[src/rtl/median_frame_ctrl.sv]
// Frame sequencer for the median filter: walks a 3x3 window over the image in raster
// order, handshaking with the window counter, the sorter and a valid/ready output port.
module median_frame_ctrl #(
   parameter int IMG_W   = 8,
   parameter int IMG_H   = 8,
   parameter int COORD_W = 8,
   parameter int DATA_W  = 8
) (
   input  logic               clk,
   input  logic               reset,
   input  logic               frame_start,
   input  logic               abort,
   input  logic               win_valid,
   input  logic               sort_done,
   input  logic [DATA_W-1:0]  median_in,
   input  logic               out_ready,
   output logic               win_start,
   output logic               sort_start,
   output logic [COORD_W-1:0] win_x,
   output logic [COORD_W-1:0] win_y,
   output logic               out_valid,
   output logic [DATA_W-1:0]  out_pixel,
   output logic [COORD_W-1:0] out_x,
   output logic [COORD_W-1:0] out_y,
   output logic               busy,
   output logic               frame_done
);

   typedef enum logic [2:0] {
      IDLE  = 3'd0,
      LOAD  = 3'd1,
      SORT  = 3'd2,
      WRITE = 3'd3,
      ADV   = 3'd4,
      DONE  = 3'd5
   } state_t;

   // Last legal top-left corner in each direction.
   localparam logic [COORD_W-1:0] X_LAST = COORD_W'(IMG_W - 3);
   localparam logic [COORD_W-1:0] Y_LAST = COORD_W'(IMG_H - 3);
   localparam logic [COORD_W-1:0] ONE    = COORD_W'(1);

   state_t state;
   state_t state_next;
   logic   x_more;
   logic   y_more;
   logic   cancel;

   assign x_more = (win_x < X_LAST);
   assign y_more = (win_y < Y_LAST);
   assign cancel = abort && (state != IDLE);

   always_ff @(posedge clk) begin
      if (!reset) begin
         state <= IDLE;
      end else begin
         state <= state_next;
      end
   end

   always_comb begin
      state_next = state;
      if (cancel) begin
         state_next = IDLE;
      end else begin
         case (state)
            IDLE:    if (frame_start) state_next = LOAD;
            LOAD:    if (win_valid)   state_next = SORT;
            SORT:    if (sort_done)   state_next = WRITE;
            WRITE:   if (out_ready)   state_next = ADV;
            ADV:     state_next = (x_more || y_more) ? LOAD : DONE;
            DONE:    state_next = IDLE;
            default: state_next = IDLE;
         endcase
      end
   end

   // Abort returns every register to its reset value, exactly like reset.
   always_ff @(posedge clk) begin
      if (!reset || cancel) begin
         sort_start <= 1'b0;
         win_x      <= '0;
         win_y      <= '0;
         out_pixel  <= '0;
         out_x      <= '0;
         out_y      <= '0;
      end else begin
         sort_start <= (state == LOAD) && win_valid;
         case (state)
            IDLE: begin
               if (frame_start) begin
                  win_x <= '0;
                  win_y <= '0;
               end
            end
            SORT: begin
               if (sort_done) begin
                  out_pixel <= median_in;
                  out_x     <= win_x + ONE;
                  out_y     <= win_y + ONE;
               end
            end
            ADV: begin
               if (x_more) begin
                  win_x <= win_x + ONE;
               end else if (y_more) begin
                  win_x <= '0;
                  win_y <= win_y + ONE;
               end
            end
            default: ;
         endcase
      end
   end

   assign win_start  = (state == LOAD);
   assign out_valid  = (state == WRITE);
   assign busy       = (state != IDLE);
   assign frame_done = (state == DONE);

endmodule

[config.mk]
export PLATFORM = sky130hd
export DESIGN_NAME = median_frame_ctrl
export DESIGN_NICKNAME = d
export VERILOG_FILES = /design/src/rtl/median_frame_ctrl.sv
export SDC_FILE = /design/constraint.sdc
export NUM_CORES = 1
export LEC_CHECK = 0
export ABC_AREA = 0
export ABC_CLOCK_PERIOD_IN_PS = 1850
export BUFFER_PORTS_ARGS = -buffer_cell sky130_fd_sc_hd__buf_4
export CORE_MARGIN = 4
export CORE_UTILIZATION = 36
export DETAILED_ROUTE_END_ITERATION = 6
export MAX_ROUTING_LAYER = met4
export SYNTH_ARGS = -nofsm -noshare
export SYNTH_HDL_FRONTEND = slang
export SYNTH_SLANG_ARGS = --single-unit
[constraint.sdc]
create_clock -name clk -period 1.85 [get_ports clk]
set_input_delay 0.37 -clock clk [delete_from_list [all_inputs] [get_ports clk]]
set_output_delay 0.37 -clock clk [all_outputs]
set_load 0.005 [all_outputs]
==> summary.txt <==
Outcome
  • Status: completed

Critical path
  • R2r endpoint: win_x[4]
  • Crit Path Class: flop to flop
  • Critical-path cell list: or4_4 -> or3_4 -> a31oi_4 -> nor2_1
  • Setup crit end kind: flop
  • WP data required: 2030 ps
  • CP endpoint: win_x[4]
  • Slowest CP cell: or4_4
  • CP delay by family, top: simple AND/OR/NAND/NOR gates
  • CP peak stage delay: 560 ps
  • Worst EP arrival: 1920 ps
  • R2R Path Start: win_x[3]
  • Worst-path maximum fanout: 7
  • Critical Path Start Type: flop
  • CP Launch Point: win_x[3]
  • Flop-to-flop setup slack: 120 ps
  • Total stage count of the critical path: 4
  • Reg2reg path depth: 4
  • Worst Path Buf+Inv: 0

Synthesis
  • Synthesized area: 2040 um^2
  • Post-synthesis sequential area ratio: 0.431
  • Largest family of logic cells by synthesized area: simple AND/OR/NAND/NOR gates
  • Asr flop ratio synth: 0
  • EDFF count, synth: 0
  • XOR/XNOR Fraction of Synth Area: 0.0515
  • Yosys reg bits: 44
  • Mux cell area share after synthesis: 0
  • Post-Synth Adder-Cell Area: 0.0245
  • Syn avg cell area: 8.27 um^2
  • Post-Syn Nets: 266
  • Synth Flop Type: dfxtp_1
  • Simple-gate share of the synthesized area: 0.256
  • Mapped Cells: 247
  • Complex-gate fraction of the synthesized area: 0.191
  • Synth warnings: 0
  • Distinct cells, synth: 41

STA
  • RSZ-0062 raised after global routing: no
  • Clock skew: 6.15 ps
  • Slew @ Worst Pin: 338 ps
  • Rel. slew slack: 0.773
  • Endpoints failing setup: 0
  • Min cycle time layout: 1730 ps
  • Hold Vio Cnt, Final: 0
  • Tcrit/Tclk final: 0.938
  • Total negative setup slack: 0 ps
  • Fmax: 576 MHz
  • Slew Viols, Final: 0

Routing
  • DRC viols: 0
  • WL/cell: 13.3 um
  • Routed vias/inst: 4.93
  • DRT iter0 DRCs: 91
  • Drt total wl: 5.24 mm
  • Post-route ant nets: 0
  • Routed vias: 1946
  • Drt first pass iters: 4

Cells and area
  • Proportion of layout cells with a drive suffix above 1: 0.303
  • Syn-to-layout area delta: 37.6%
  • Final instance area: 2810 um^2
  • Core Util, Final: 0.510
  • Ant diodes: 0
  • Final net count: 341

Global route
  • Total GRT Usage: 0.162
  • GR Overflow Total: 0
  • Largest net degree at the start of global routing: 29
  • Vias in the first global route: 1864
  • Antenna violations before repair: 0
  • First-pass GRT wire length: 8.97 mm

Power
  • Total power: 1.81 mW
  • Worst IR drop on VDD: 0.286 mV
  • Leakage: 1.11 nW
  • Pwr/cell area: 644 nW/um^2

Placement
  • Placed inst area: 2710 um^2
  • Placer Congestion: 0.806
  • I/O Buffers: 59
  • DP HPWL: 3.94 mm

Clock network
  • CTS Buffer Depth: 2
  • Max H-tree Level: 2
  • CTS sink count: 44
  • Skew-Pair Late Insertion Delay: 300 ps
  • Setup bufs post-CTS: 0
  • Cts hold-fix bufs: 0
  • CTS clk-pin slew, worst paths: 80 ps
  • CTS tree: yes
  • CTS buffer count: 5
  • CTS root buf: clkbuf_8

Die
  • Chip Width: 83.3 um
  • FP Rows: 27
  • Initial Util: 0.371
  • DIE AREA: 6940 um^2
  • Placeable Area: 5510 um^2
  • I/O Pins: 60
  • Die height: 83.3 um

Worst hold path
  • HP Class: input port to flop

Run
  • Max-cap violations: 0
[tightest hold or removal path: cells and delay by family]
kind            cells  cell delay [ps]
buf+inv             1              110
compound gates      1               50
simple gates        1               40
[worst min path at each step]
stage                      start           end  slack [ps]  cells after the start
floorplan           out_pixel[0]  out_pixel[0]         450                      2
global placement    out_pixel[4]  out_pixel[4]         440                      2
detailed placement  out_pixel[7]  out_pixel[7]         450                      2
CTS                 median_in[7]  out_pixel[7]         310                      3
global route        median_in[4]  out_pixel[4]         320                      3
finish              median_in[5]  out_pixel[5]         310                      3
[cell usage in the layout, fill, tap and decap left out, types with 2 or more instances in the layout]
master and count:
clkbuf_8 6, a31oi_1 3, o211ai_1 4, nor2_1 27, nand2b_1 4, ha_1 4
buf_4 82, a32oi_1 2, a211oi_1 12, nand2_1 39, a21boi_0 4, o21ai_0 4
o2111ai_1 2, xor2_1 2, clkbuf_1 2, nor3_1 6, xnor2_1 10, nor2b_1 4
inv_1 7, a21oi_1 20, dfxtp_1 43, nand3_1 14, nand4_1 2
[area by class of cell]
cell class                      count  area [um^2]
Clock buffer                        8         90.1
Fill cell                         553         2700
Inverter                            7         26.3
Multi-Input combinational cell    181         1090
Sequential cell                    44          882
Tap cell                           72         90.1
Timing Repair Buffer               83          636
[Yosys cell counts, types with 2 or more instances]
library cell,instances,area (um^2)
a21boi_0,4,30.0
buf_2,3,15.0
a21oi_1,20,100
nor3_1,6,30.0
inv_1,7,26.3
or3_1,2,12.5
a211oi_1,12,90.1
nand4_1,2,12.5
a31oi_1,3,18.8
dfxtp_1,44,881
o21ai_0,4,20.0
clkbuf_1,10,37.5
nor2_1,27,101
nor2b_1,4,25.0
xnor2_1,10,87.6
o211ai_1,4,30.0
nand2b_1,4,25.0
nand2_1,39,146
o2111ai_1,2,17.5
nand3_1,14,70.1
a32oi_1,2,17.5
ha_1,4,50.1
xor2_1,2,17.5
[flip-flops by register name, indices dropped and copies added (netlist names)]
signal / count
out_pixel: 8
out_x: 8
out_y: 8
sort_start: 1
state: 3
win_x: 8
win_y: 8
[cell families (layout without fill, tap and decap cells)]
kind of cell / count (synthesis) / count (layout)
and+or+nand+nor: 108 / 108
AOI/OAI and AO/OA: 57 / 57
DFF: 44 / 44
buffers and inverters: 22 / 98
xor gates and xnor gates: 12 / 12
adders and majority gates: 4 / 4
[stage by stage]
step,hold slack [ps],std cells,setup slack (ps)
6_report,314,395,115
2_1_floorplan,453,247,80.8
4_1_cts,305,395,2.85
3_5_place_dp,447,387,14.2
5_1_grt,321,395,41.7
3_3_place_gp,444,387,62.1
[per-layer routing]
layer | GRT usage | routed length [um] | vias to the layer above
li1 | - | - | 1005
met2 | 0.267 | 2580 | 47
met3 | 0.0308 | 239 | 7
met4 | 0.0624 | 95 | 0
met5 | - | 0 | -
met1 | 0.195 | 2330 | 887
[power breakdown]
part | internal (mW) | switching (mW) | leakage, nW | total, mW
sequential | 0.965 | 0.00916 | 0.356 | 0.974
clock | 0.305 | 0.315 | 0.0455 | 0.619
combinational | 0.103 | 0.114 | 0.704 | 0.217
total | 1.37 | 0.438 | 1.11 | 1.81
[timing repair]
| action | in CTS | in global routing |
|---|---|---|
| setup endpoints to repair | 0 | 13 |
| hold endpoints to repair | 0 | 0 |
| resized for setup | 0 | 3 |
(Power assumes the default switching activity.)
